<file path="config.mk">
export PLATFORM = sky130hd
export DESIGN_NAME = keypad_scanner
export DESIGN_NICKNAME = d
export VERILOG_FILES = /design/src/rtl/keypad_pkg.sv /design/src/rtl/keypad_scanner_sync_2ff.sv /design/src/rtl/keypad_scanner.sv
export SDC_FILE = /design/constraint.sdc
export NUM_CORES = 1
export LEC_CHECK = 0
export ABC_AREA = 0
export ABC_CLOCK_PERIOD_IN_PS = 2900
export CORE_UTILIZATION = 40
export CTS_CLUSTER_DIAMETER = 30
export DETAILED_ROUTE_END_ITERATION = 6
export PLACE_DENSITY = 0.62
export SLEW_MARGIN = 0
export SYNTH_ARGS = -nofsm -noshare
export SYNTH_HDL_FRONTEND = slang
export SYNTH_SLANG_ARGS = --single-unit
export TNS_END_PERCENT = 100
</file>
<file path="constraint.sdc">
create_clock -name clk -period 2.9 [get_ports clk]
set_clock_uncertainty 0.2 [all_clocks]
set_input_delay 0.87 -clock clk [delete_from_list [all_inputs] [get_ports clk]]
set_output_delay 0.87 -clock clk [all_outputs]
set_load 0.03 [all_outputs]
</file>
<file path="src/rtl/keypad_pkg.sv">
// Shared keypad types, key encodings and the row/column key map.
// Also used by the lock-code entry FSM for the '*' and '#' codes.
package keypad_pkg;

    typedef enum logic [1:0] {SCAN, DEBOUNCE, HELD} scan_state_t;

    localparam logic [3:0] KEY_STAR = 4'hE;
    localparam logic [3:0] KEY_HASH = 4'hF;

    localparam logic [3:0] KEYMAP [4][4] = '{
        '{4'h1,     4'h2, 4'h3,     4'hA},
        '{4'h4,     4'h5, 4'h6,     4'hB},
        '{4'h7,     4'h8, 4'h9,     4'hC},
        '{KEY_STAR, 4'h0, KEY_HASH, 4'hD}
    };

    // Index of the lowest-numbered active-low row; rows are scanned high to low
    // so the lowest index overwrites and wins.
    function automatic logic [1:0] lowest_low(input logic [3:0] rows);
        logic [1:0] idx;
        idx = 2'd0;
        for (int i = 3; i >= 0; i--) begin
            if (!rows[i]) idx = 2'(i);
        end
        return idx;
    endfunction

    function automatic logic [3:0] col_drive(input logic [1:0] idx);
        return ~(4'b0001 << idx);
    endfunction

endpackage

</file>
<file path="src/rtl/keypad_scanner_sync_2ff.sv">
// Two-flop synchronizer for asynchronous level inputs.
// Resets to RST_VAL so idle (pulled-up) inputs read as inactive.
module sync_2ff #(
    parameter int               WIDTH   = 4,
    parameter logic [WIDTH-1:0] RST_VAL = '1
) (
    input  logic             clk,
    input  logic             rst,
    input  logic [WIDTH-1:0] d_i,
    output logic [WIDTH-1:0] q_o
);

    logic [WIDTH-1:0] meta_q;
    logic [WIDTH-1:0] sync_q;

    always_ff @(posedge clk) begin
        if (!rst) begin
            meta_q <= RST_VAL;
            sync_q <= RST_VAL;
        end else begin
            meta_q <= d_i;
            sync_q <= meta_q;
        end
    end

    assign q_o = sync_q;

endmodule

</file>
<file path="src/rtl/keypad_scanner.sv">
// 4x4 matrix keypad scanner: one column per scan tick, debounced press and
// release, one key_valid strobe per accepted press.
module keypad_scanner
    import keypad_pkg::*;
#(
    parameter int COLS           = 4,
    parameter int ROWS           = 4,
    parameter int DEBOUNCE_TICKS = 2
) (
    input  logic            clk,
    input  logic            rst,
    input  logic            scan_tick,
    input  logic [ROWS-1:0] row_in,
    output logic [COLS-1:0] col_out,
    output logic [3:0]      key_code,
    output logic            key_valid,
    output logic            key_held
);

    localparam logic [2:0] DEB_TARGET = 3'(DEBOUNCE_TICKS);

    logic [ROWS-1:0] rows_s;

    sync_2ff #(.WIDTH(ROWS), .RST_VAL('1)) u_row_sync (
        .clk (clk),
        .rst (rst),
        .d_i (row_in),
        .q_o (rows_s)
    );

    scan_state_t state_q;
    logic [1:0]  col_idx_q;
    logic [1:0]  row_idx_q;
    logic [2:0]  deb_cnt_q;
    logic [3:0]  col_out_q;
    logic [3:0]  key_code_q;
    logic        key_valid_q;
    logic        key_held_q;

    logic [1:0]  col_next_d;
    logic [2:0]  deb_inc_d;
    logic        row_low_d;
    logic [1:0]  row_sel_d;
    logic [3:0]  key_sel_d;

    // col_idx is frozen outside SCAN, so it doubles as the candidate column.
    always_comb begin
        col_next_d = col_idx_q + 2'd1;
        deb_inc_d  = deb_cnt_q + 3'd1;
        row_low_d  = !rows_s[row_idx_q];
        row_sel_d  = (state_q == SCAN) ? lowest_low(rows_s) : row_idx_q;
        key_sel_d  = KEYMAP[row_sel_d][col_idx_q];
    end

    always_ff @(posedge clk) begin
        if (!rst) begin
            state_q     <= SCAN;
            col_idx_q   <= 2'd0;
            row_idx_q   <= 2'd0;
            deb_cnt_q   <= 3'd0;
            col_out_q   <= 4'b1110;
            key_code_q  <= 4'h0;
            key_valid_q <= 1'b0;
            key_held_q  <= 1'b0;
        end else begin
            key_valid_q <= 1'b0;
            if (scan_tick) begin
                case (state_q)
                    SCAN: begin
                        if (rows_s != '1) begin
                            row_idx_q <= row_sel_d;
                            if (DEBOUNCE_TICKS == 1) begin
                                key_code_q  <= key_sel_d;
                                key_valid_q <= 1'b1;
                                key_held_q  <= 1'b1;
                                deb_cnt_q   <= 3'd0;
                                state_q     <= HELD;
                            end else begin
                                deb_cnt_q <= 3'd1;
                                state_q   <= DEBOUNCE;
                            end
                        end else begin
                            col_idx_q <= col_next_d;
                            col_out_q <= col_drive(col_next_d);
                        end
                    end
                    DEBOUNCE: begin
                        if (row_low_d) begin
                            if (deb_inc_d == DEB_TARGET) begin
                                key_code_q  <= key_sel_d;
                                key_valid_q <= 1'b1;
                                key_held_q  <= 1'b1;
                                deb_cnt_q   <= 3'd0;
                                state_q     <= HELD;
                            end else begin
                                deb_cnt_q <= deb_inc_d;
                            end
                        end else begin
                            deb_cnt_q <= 3'd0;
                            col_idx_q <= col_next_d;
                            col_out_q <= col_drive(col_next_d);
                            state_q   <= SCAN;
                        end
                    end
                    HELD: begin
                        // Only the accepted key's row matters here; no rollover.
                        if (!row_low_d) begin
                            if (deb_inc_d == DEB_TARGET) begin
                                key_held_q <= 1'b0;
                                deb_cnt_q  <= 3'd0;
                                col_idx_q  <= col_next_d;
                                col_out_q  <= col_drive(col_next_d);
                                state_q    <= SCAN;
                            end else begin
                                deb_cnt_q <= deb_inc_d;
                            end
                        end else begin
                            deb_cnt_q <= 3'd0;
                        end
                    end
                    default: state_q <= SCAN;
                endcase
            end
        end
    end

    assign col_out   = col_out_q;
    assign key_code  = key_code_q;
    assign key_valid = key_valid_q;
    assign key_held  = key_held_q;

endmodule
</file>
Word-level counts from Yosys, hierarchy flattened
Index checks and enable logic that the tools add are counted.
{ "word_totals": {"reg_bits": 27, "elab_cells": 85, "mem_bits_ro": 0, "out_inout_bits": 10, "mem_bits_rw": 0, "input_bits": 7, "latchBits": 0, "n_memories": 0} }
{ "op_classes": {"n_div": 0, "eq_ne": 12, "multipliers": 0, "n_bitwise": 7, "addsub": 2, "shift": 1, "magnitude_cmp": 3, "muxes": 40, "reduce_logical": 10} }
{ "op_table": {"columns": ["operator", "count"], "rows": [
  ["$bmux 16 s2", 1],
  ["$mux 16", 2],
  ["$mux 2", 14],
  ["$mux 4", 6],
  ["$mux 3", 4],
  ["$ne 2x2->1 const B", 6],
  ["$pmux 2 s3", 2],
  ["$pmux 4 s3", 1],
  ["$reduce_and 6->1", 2],
  ["$pmux 3 s3", 1],
  ["$bmux 4 s2", 1],
  ["$ge 3x3->1 const B", 2],
  ["$mux 1", 6],
  ["$not 2->3", 2],
  ["$reduce_and 3->1", 2],
  ["$reduce_and 5->1", 1],
  ["$ne 4x4->1 const B", 1],
  ["$not 1->1", 4],
  ["$not 4->4", 1],
  ["$reduce_and 4->1", 1],
  ["$reduce_or 4->1", 1],
  ["$shl 1x2->4 const A", 1],
  ["$add 3x1->3 const B", 1],
  ["$eq 3x2->1 const B", 1],
  ["11 further kinds", 11]
]} }

Depth between registers and ports, before layout
Gate-level depths: netlist of the first run.
{ "depth": {"depth_word": 12, "depth_mapped": 8, "depth_no_buf": 7} }

Modules after synthesis
From an unflattened synthesis of the first run, not the netlist that was laid out.
{ "unflattened": {"hier_cells": 146, "hier_area_um2": 1362.6} }
{ "by_module_without_submodules": {"columns": ["mod", "area_each_um2", "cells_each", "seq_area_each_um2", "n_inst"], "rows": [
  ["keypad_scanner", 1152.4, 130, 380.4, 1],
  ["sync_2ff", 210.2, 16, 160.2, 1]
]} }

Worst setup path before layout of the first run
No wires, ideal clock.
{ "synth_path": {"path_kind": "reg2reg", "start": "register state_q[1]", "end": "register col_idx_q[0]", "t_arrival_ps": 1778, "setup_slack_ps": 807, "n_path_buf": 0, "t_required_ps": 2585, "period_less_slack_ps": 2093, "path_stages_with_launch": 8, "setup_time_ps": 115, "cell_sequence": "dfxtp_1 inv_1 ha_1 and2_2 a221oi_1 o2111ai_4 xnor2_1 and2_1"} }
{ "synth_between": {"elab_chain_len": 3, "word_cells_on_any_way": 10, "classes_between": "6 x eq/ne; 1 x mux; 3 x reduce/logical"} }
{ "synth_lines": {"columns": ["element", "line_no", "text"], "rows": [
  ["start, declared", "keypad_scanner.sv:31", "scan_state_t state_q;"],
  ["start signal, assigned", "keypad_scanner.sv:57", "state_q <= SCAN;"],
  ["start signal, assigned", "keypad_scanner.sv:77", "state_q <= HELD;"],
  ["start signal, assigned", "keypad_scanner.sv:80", "state_q <= DEBOUNCE;"],
  ["$eq 2x1->1, or another cell as far along", "keypad_scanner.sv:68", "case (state_q)"],
  ["$ne 2x2->1 (no line) or $reduce_bool 3->1 (tied branches)", null, null],
  ["$reduce_and 6->1 (no line)", null, null],
  ["end signal, assigned", "keypad_scanner.sv:83", "col_idx_q <= col_next_d;"],
  ["end signal, assigned", "keypad_scanner.sv:100", "col_idx_q <= col_next_d;"],
  ["end signal, assigned", "keypad_scanner.sv:111", "col_idx_q <= col_next_d;"],
  ["end, declared", "keypad_scanner.sv:32", "logic [1:0] col_idx_q;"]
]} }
Parallel ways exist; a longest one is shown, timed or not.
A chain may end at the register's enable or synchronous reset.

Final worst setup path of the first run
{ "layout_path": {"start": "register key_code_q[0], in the netlist key_code[0]", "end": "output port key_code[0]"} }
{ "layout_lines": {"columns": ["element", "line_no", "text"], "rows": [
  ["start, declared", "keypad_scanner.sv:36", "logic [3:0] key_code_q;"],
  ["start signal, assigned", "keypad_scanner.sv:73", "key_code_q <= key_sel_d;"],
  ["start signal, assigned", "keypad_scanner.sv:90", "key_code_q <= key_sel_d;"],
  ["end, declared", "keypad_scanner.sv:15", "output logic [3:0] key_code,"]
]} }
No word-level cell between the ends.

==> results of run 1 <==
cell usage after synthesis, drive strengths merged, types with 2 or more instances:
cell type  number
nand2          18
o21ai           9
a22oi           2
buf             4
mux2i           8
a31oi           2
dfxtp          27
inv            11
ha             10
a21oi           6
or2b            2
nand2b         12
and2            3
nor2            4
nand3           3
clkbuf          3
and3            2
nor2b           2
xnor2           2
nand4           2
routing by layer:
layer	track usage (%)	vias up	wire (um)
li1	-	572	-
met1	19.9	498	1250
met2	26.9	22	1220
met3	2.07	4	71
met4	7.62	0	39
met5	0	-	0
area by class of cell:
cell class	count	area, um^2
fill	316	1750
multi-input combinational	110	800
sequential	27	541
timing repair buffer	18	175
tap	46	57.6
inverter	11	41.3
clock buffer	4	26.3
worst paths after layout:
check	from	endpoint	cells after the start
max	key_code[0]	key_code[0]	1
max reg2reg	row_idx_q[0]	deb_cnt_q[2]	5
min reg2reg	u_row_sync.meta_q[2]	u_row_sync.q_o[2]	1
min	u_row_sync.meta_q[2]	u_row_sync.q_o[2]	1
state kept, by name, summed over array words and instances, names as in the netlist:
signal             count
u_row_sync.meta_q      4
key_valid              1
col_out                4
state_q                2
col_idx_q              2
row_idx_q              2
key_held               1
key_code               4
u_row_sync.q_o         4
deb_cnt_q              3
logic make-up (layout without fill, tap and decap cells):
group | after synthesis | in the layout
AOI/OAI and AO/OA | 35 | 35
xor gates and xnor gates | 2 | 2
adders and majority gates | 10 | 10
buffers and inverters | 18 | 33
DFF | 27 | 27
muxes | 9 | 9
and+or+nand+nor | 54 | 54
power by group:
group | internal [W] | switching (W)
clock | 0.0000537 | 0.000103
sequential | 0.000398 | 0.0000316
combinational | 0.000109 | 0.000133
total | 0.000561 | 0.000268
layout by cell type (no fill, tap or decap), types with 2 or more instances in the layout:
cell type        instances
clkbuf_4                 3
mux2i_1                  8
buf_4                    2
nand3_1                  3
nor2_1                   4
and2_1                   2
xnor2_1                  2
inv_1                   11
nand4_1                  2
o21ai_0                  9
or2b_2                   2
clkdlybuf4s50_1         16
and3_1                   2
dfxtp_1                 27
nand2_1                 18
a31oi_1                  2
ha_1                    10
a22oi_1                  2
a21oi_1                  6
nor2b_1                  2
nand2b_1                12
through the flow:
step / power, W / std cells / area (um^2) / hold WS (ps)
after floorplan: 0.000625 / 155 / 1430 / 186
after global placement: 0.000674 / 212 / 1610 / 188
after detailed placement: 0.000681 / 212 / 1610 / 194
after CTS: 0.000842 / 216 / 1640 / 228
after global routing: 0.000886 / 216 / 1640 / 242
final: 0.000829 / 216 / 1640 / 223
==> flow_metrics.tcl, run 1 <==
set metrics [dict create \
    status "finished, final reports clean" \
    crit_path_end_kind "output pin" \
    synthSimpleGateAreaFrac_pct 20.6 \
    hold_buffers 0 \
    dieWidth_um 61.9 \
    die_area_um2 3830 \
    antenna_left 0 \
    worst_slack_ps 477 \
    synth_area_um2 1430 \
    drv_slew 0 \
    totalWireLength_um 2570 \
    wl_per_cell_um 11.9 \
    critPathMaxStageDelay_ps 670 \
    start_kind "flop" \
    max-cap-violations 0 \
    final_layout_size_suffix_gt1_share_pct 7.65 \
    root_buffer "clkbuf_4" \
    post-cts-setup-buffer-count 0 \
    synth.avg_cell_area_um2 9.25 \
    yosysWarningCount 0 \
    yosysSeqAreaShare_pct 37.7 \
    die_h_um 61.9 \
    clockBufferDepth 2 \
    num_vias 1096 \
    via_per_inst 5.07 \
    cts.sinks 27 \
    synthTopCellsByArea "dfxtp_1 38%, ha_1 8.7%, mux2i_1 5.6%" \
    n_antenna_cell 0 \
    yosysTopAreaCell "dfxtp_1" \
    ys_ff_latch 27 \
    synth_nets 172 \
    rrSetupSlack_ps 550 \
    pre_cts_slack_ps 220 \
    synthMuxAreaShare_pct 7.16 \
    cp.buffers_inverters 1 \
    synthXorXnorAreaFrac_pct 1.22 \
    crit_type "flop to output pin" \
    syn_to_final_growth_pct 14.4 \
    row_count 21 \
    tightest_slew_ps 555 \
    cts_resized 0 \
    postSynthCellCount 155 \
    worstHoldPathType "flop to flop" \
    finalHoldViolCount 0 \
    rsz0062_at_grt "no" \
    cts_tree "built" \
    setup_viol 0 \
    grtUsageTotal_pct 15.9 \
    worstPathRequired_ps 1830 \
    start_util_pct 42.3 \
    cts_buffers 3 \
    max_freq_ghz 0.413 \
    drc 0 \
    io_pins 17 \
    synth-edff-count 0 \
    power.leakage_nw 0.665 \
    synth_top_area_share_pct 37.7 \
    fin_crit_sh_pct 83.5 \
    grt_pass1_wl_um 4570 \
    synthAdderAreaFrac_pct 8.73 \
    async_reset_ff_share_pct 0 \
    path_cells "clkdlybuf4s50_1" \
    synthFlopType "dfxtp_1" \
    worstPathArrival_ps 1350 \
    finalSetupTns_ps 0 \
    synth-compound-area-share_pct 18.1 \
    grt_start_max_net_pins 24 \
    antenna_found_initial 0 \
    num-nets-final 188 \
    cpMaxStageDelayCell "clkdlybuf4s50_1" \
    power_density_nw_per_um2 505 \
    cts.htree.levels 1 \
    finalWeightedCongestion 0.892 \
    dp_hpwl_um 1950 \
    first_pass_iters 4 \
    ir_drop_mv 0.294 \
    synth_top_family_by_area "simple AND/OR/NAND/NOR gates" \
    fin_util_pct 48.4 \
    relSlewSlack_pct 63.0 \
    crit_family "buffers and inverters" \
    clk_pin_slew_worst_paths_ps 140 \
    fin_crit_ps 2420 \
    io_buffers 16 \
    grt_pass1_vias 1076 \
    drt-initial-drc-count 58 \
    core_um2 3390 \
    cp_max_fo 2 \
    grt_overflow 0 \
    clock_latency_ps 310 \
    synthDistinctLibCells 45 \
]
Power figures use the tool's default switching activity.
==> run 2, diff against run 1 <==
ABC_CLOCK_PERIOD_IN_PS = 2250   (was 2900)
clock period = 2.25 ns   (was 2.9 ns; I/O delays follow)
==> run 2 against run 1 <==
Net effect:
- sequential power grew 28%
- combinational power is 41% higher
- core utilization grew 2.0 points
- cell area is 4.1% higher
- clock-buffer cell count fell by 1
- die area is the same
- worst hold slack improved by 1.7 ps
- sequential share of layout area down 1.2 points
- critical endpoint is now col_idx_q[0]
- power rose by 34%
- setup slack got worse by 360 ps
- flip-flop and latch count did not move
- highest routed layer unchanged
- register-to-register slack got worse by 440 ps
==> flow_metrics.tcl, run 2 (synthesized netlist as in run 1, its figures left out) <==
set metrics [dict create \
    status "finished, final reports clean" \
    final_cell_mix "26 x dfxtp_1, 18 x nand2_1, 12 x nand2b_1, 11 x inv_1, 10 x ha_1" \
    final-instance-count-excl-fill 221 \
    io_pins 17 \
    setup_viol 0 \
    worstPathArrival_ps 2180 \
    clk_pin_slew_worst_paths_ps 160 \
    grt_overflow 0 \
    die_h_um 61.9 \
    hold_buffers 0 \
    cts_tree "built" \
    finalHoldViolCount 0 \
    layout_commonest_cell "dfxtp_1" \
    max_freq_ghz 0.468 \
    finalWeightedCongestion 0.838 \
    clockBufferDepth 2 \
    clock_latency_ps 340 \
    rsz0062_at_grt "yes" \
    multiInputGateArea_um2 806 \
    via_per_inst 5.12 \
    post-cts-setup-buffer-count 0 \
    antenna_left 0 \
    wl_per_cell_um 12.9 \
    worstPathRequired_ps 2290 \
    drv_slew 0 \
    power_density_nw_per_um2 652 \
    cts_buffers 3 \
    row_count 21 \
    totalWireLength_um 2840 \
    fin_crit_sh_pct 94.9 \
    crit_type "flop to flop" \
    dieWidth_um 61.9 \
    grtUsageTotal_pct 17.0 \
    fill_cells 321 \
    die_area_um2 3830 \
    cts.htree.levels 1 \
    ir_drop_mv 0.315 \
    n_antenna_cell 0 \
    num_vias 1131 \
    io_buffers 16 \
    grt_pass1_wl_um 4770 \
    drt-initial-drc-count 64 \
    fin_area_um2 1710 \
    num-nets-final 193 \
    root_buffer "clkbuf_4" \
    critPathLaunch "state_q[1]" \
    min_from "u_row_sync.meta_q[2]" \
    relSlewSlack_pct 75.8 \
    syn_to_final_growth_pct 19.1 \
    final_layout_size_suffix_gt1_share_pct 12.0 \
    cp_max_fo 8 \
    r2r_start "state_q[1]" \
    dp_hpwl_um 2080 \
    cts.sinks 27 \
    antenna_found_initial 0 \
    power.leakage_nw 0.758 \
    start_util_pct 42.3 \
    drc 0 \
    core_um2 3390 \
    grt_start_max_net_pins 31 \
    first_pass_iters 4 \
    seq_area_um2 542 \
    fin_crit_ps 2140 \
    crit_path_end_kind "flop" \
    worstHoldPathType "flop to flop" \
    tightest_slew_ps 363 \
    post-place-cells 217 \
    grt_pass1_vias 1123 \
    dpl-instance-area_um2 1660 \
    max-cap-violations 0 \
    start_kind "flop" \
]
-- run 2: changes by cell type in the layout (fill, tap and decap cells not counted) --
cell	change
clkdlybuf4s50_1	-10
dlygate4sd2_1	+5
dlymetal6s2s_1	+5
buf_4	+4
a221oi_1	-1
a221oi_2	+1
buf_12	+1
clkbuf_1	-1
clkinvlp_4	+1
dfxtp_1	-1
dfxtp_2	+1
-- run 2: power by group --
part	total, W	leakage (nW)	switching [W]	internal [W]
combinational	0.000343	0.523	0.000186	0.000157
clock	0.000219	0.0139	0.000151	0.0000682
sequential	0.000550	0.222	0.0000367	0.000514
-- run 2: final cells by class --
| cell class | count | share of cell area (%) |
|---|---|---|
| multi-input cells | 110 | 47.2 |
| flip-flops and latches | 27 | 31.7 |
| repair buffers | 23 | 13.6 |
| well taps | 46 | 3.37 |
| inverters | 11 | 2.42 |
| clock buffers | 3 | 1.32 |
| clock inverters | 1 | 0.440 |
-- run 2: final timing paths --
path                  endpoint  slack, ps  cells past startpoint
min reg2reg  u_row_sync.q_o[2]        220                      1
max               col_idx_q[0]        110                      8
min          u_row_sync.q_o[2]        220                      1
max reg2reg       col_idx_q[0]        110                      8
-- run 2: timing repair --
action,4_1_cts,5_1_grt
setup endpoints to repair,5,12
hold endpoints to repair,0,0
resized for setup,5,7
pin swaps,0,0
cloned,0,0
-- run 2: stage by stage --
stage	total power [W]	worst slack [ps]	hold WS, ps	utilization (%)	TNS, ps
after CTS	0.00112	6.75	228	49.8	0
after floorplan	0.000806	157	186	-	0
after detailed placement	0.000903	-124	191	49.1	-134
after global placement	0.000892	-54.4	189	49.1	-54.4
final	0.00111	114	224	50.4	0
after global routing	0.00119	-26.3	239	50.4	-26.3
-- run 2: per-layer routing --
metal / track usage, % / up-vias / share of wire, %
li1: - / 581 / -
met5: 0 / - / 0
met3: 3.11 / 6 / 2.2
met4: 7.62 / 0 / 2.3
met1: 20.2 / 529 / 48
met2: 29.6 / 15 / 48
-- run 2: critical path, cell delays in order, from the launching register on --
cell	delay (ps)
dfxtp_2	390
inv_1	60
ha_1	200
and2_2	220
a221oi_2	270
buf_4	170
o2111ai_4	200
xnor2_1	180
and2_1	160
==> run 3, diff against run 2 <==
ABC_CLOCK_PERIOD_IN_PS = 2700   (was 2250)
clock period = 2.7 ns   (was 2.25 ns; I/O delays follow)
==> run 3 against run 2 <==
Net effect:
- register-to-register slack better by 260 ps
- highest routed layer unchanged
- worst hold slack got worse by 0.69 ps
- flip-flop and latch count unchanged
- sequential share of layout area grew 1.1 points
- largest power group unchanged
- clock power shrank 21%
- cell count decreased by 1.8%
- largest cell class unchanged
- critical path type is now flop to output pin
- critical path depth fell by 7
==> flow_metrics.tcl, run 3 (synthesized netlist as in run 1, its figures left out) <==
set metrics [dict create \
    status "finished, final reports clean" \
    num-nets-final 189 \
    tightest_slew_ps 535 \
    r2r_start "state_q[1]" \
    antenna_found_initial 0 \
    multiInputGateArea_um2 800 \
    syn_to_final_growth_pct 15.0 \
    post-cts-setup-buffer-count 0 \
    hold_path_end "u_row_sync.q_o[1]" \
    start_kind "flop" \
    dieWidth_um 61.9 \
    max-cap-violations 0 \
    crit_path_end_kind "output pin" \
    rsz0062_at_grt "no" \
    io_buffers 16 \
    crit_family "buffers and inverters" \
    pre_cts_slack_ps 166 \
    finalHoldViolCount 0 \
    cp_max_fo 2 \
    worst_slack_ps 325 \
    io_pins 17 \
    cts.htree.levels 1 \
    wl_per_cell_um 12.1 \
    ff2ff_path_depth 7 \
    met3_usage_pct 3.52 \
    grtUsageTotal_pct 16.6 \
    path_cells "clkdlybuf4s50_1" \
    grt_start_max_net_pins 31 \
    relSlewSlack_pct 64.3 \
    finalSetupTns_ps 0 \
    min_from "u_row_sync.meta_q[1]" \
    r2r_end "col_idx_q[0]" \
    via_per_inst 5.08 \
    core_um2 3390 \
    cpMaxStageDelayCell "clkdlybuf4s50_1" \
    grtUsageMet1_pct 20.2 \
    critPathMaxStageDelay_ps 680 \
    drv_slew 0 \
    fin_crit_sh_pct 88.0 \
    gr-max-usage-layer "met2" \
    root_buffer "clkbuf_4" \
    grt_pass1_wl_um 4660 \
    power.leakage_nw 0.672 \
    final_layout_size_suffix_gt1_share_pct 8.77 \
    seq_area_um2 541 \
    num_vias 1103 \
    p_total_w 0.000898 \
    start_util_pct 42.3 \
    clockBufferDepth 2 \
    grt_pass1_vias 1112 \
    cts.sinks 27 \
    grt_overflow 0 \
    die_h_um 61.9 \
    totalWireLength_um 2620 \
    hold_buffers 0 \
    max_freq_ghz 0.421 \
    fill_cells 341 \
    worstPathRequired_ps 1690 \
    cts_buffers 3 \
    worstPathArrival_ps 1370 \
    crit_type "flop to output pin" \
    power_density_nw_per_um2 544 \
    row_count 21 \
    worstHoldPathType "flop to flop" \
    layout_commonest_cell "dfxtp_1" \
    ir_drop_mv 0.220 \
    use_met2_pct 28.1 \
    fin_crit_ps 2380 \
    holdPathStages 1 \
    cp.buffers_inverters 1 \
    first_pass_iters 4 \
    antenna_left 0 \
    drc 0 \
    n_antenna_cell 0 \
    die_area_um2 3830 \
    setup_viol 0 \
    rrSetupSlack_ps 370 \
    clk_pin_slew_worst_paths_ps 140 \
    drt-initial-drc-count 38 \
    finalWeightedCongestion 0.875 \
    dp_hpwl_um 1930 \
    clock_latency_ps 320 \
    cts_resized 0 \
    final_cell_mix "27 x dfxtp_1, 18 x nand2_1, 16 x clkdlybuf4s50_1, 12 x nand2b_1, 11 x inv_1" \
    cts_tree "built" \
]
run 3: through the flow:
step | util [%] | area [um^2] | hold slack [ps] | std cells
after global placement | 47.8 | 1620 | 190 | 213
after global routing | 48.7 | 1650 | 242 | 217
after CTS | 48.7 | 1650 | 226 | 217
final | 48.7 | 1650 | 224 | 217
after detailed placement | 47.8 | 1620 | 193 | 213
after floorplan | - | 1430 | 186 | 155
run 3: routing by layer:
| metal | routed length, um | up-vias |
|---|---|---|
| met4 | 52 | 0 |
| met1 | 1310 | 513 |
| li1 | - | 571 |
| met2 | 1200 | 14 |
| met3 | 66 | 5 |
| met5 | 0 | - |
run 3: area by class of cell:
type                            instances  area share, %
Sequential cell                        27           32.8
Multi-Input combinational cell        110           48.5
Timing Repair Buffer                   19           11.1
Tap cell                               46           3.49
Inverter                               11           2.50
Clock buffer                            3           1.37
Clock inverter                          1          0.303
run 3: how the worst max path moves through the flow:
stage	startpoint	to	cells after the start
2_1_floorplan	state_q[1]	col_idx_q[0]	7
3_3_place_gp	scan_tick	deb_cnt_q[1]	5
3_5_place_dp	scan_tick	deb_cnt_q[1]	5
4_1_cts	key_code[0]	key_code[0]	1
5_1_grt	row_idx_q[0]	deb_cnt_q[2]	5
6_report	key_code[0]	key_code[0]	1
run 3: where the power goes:
part,total (W),internal (W),switching [W]
combinational,0.000265,0.000119,0.000145
clock,0.000172,0.0000556,0.000117
sequential,0.000461,0.000428,0.0000333
total,0.000898,0.000603,0.000295
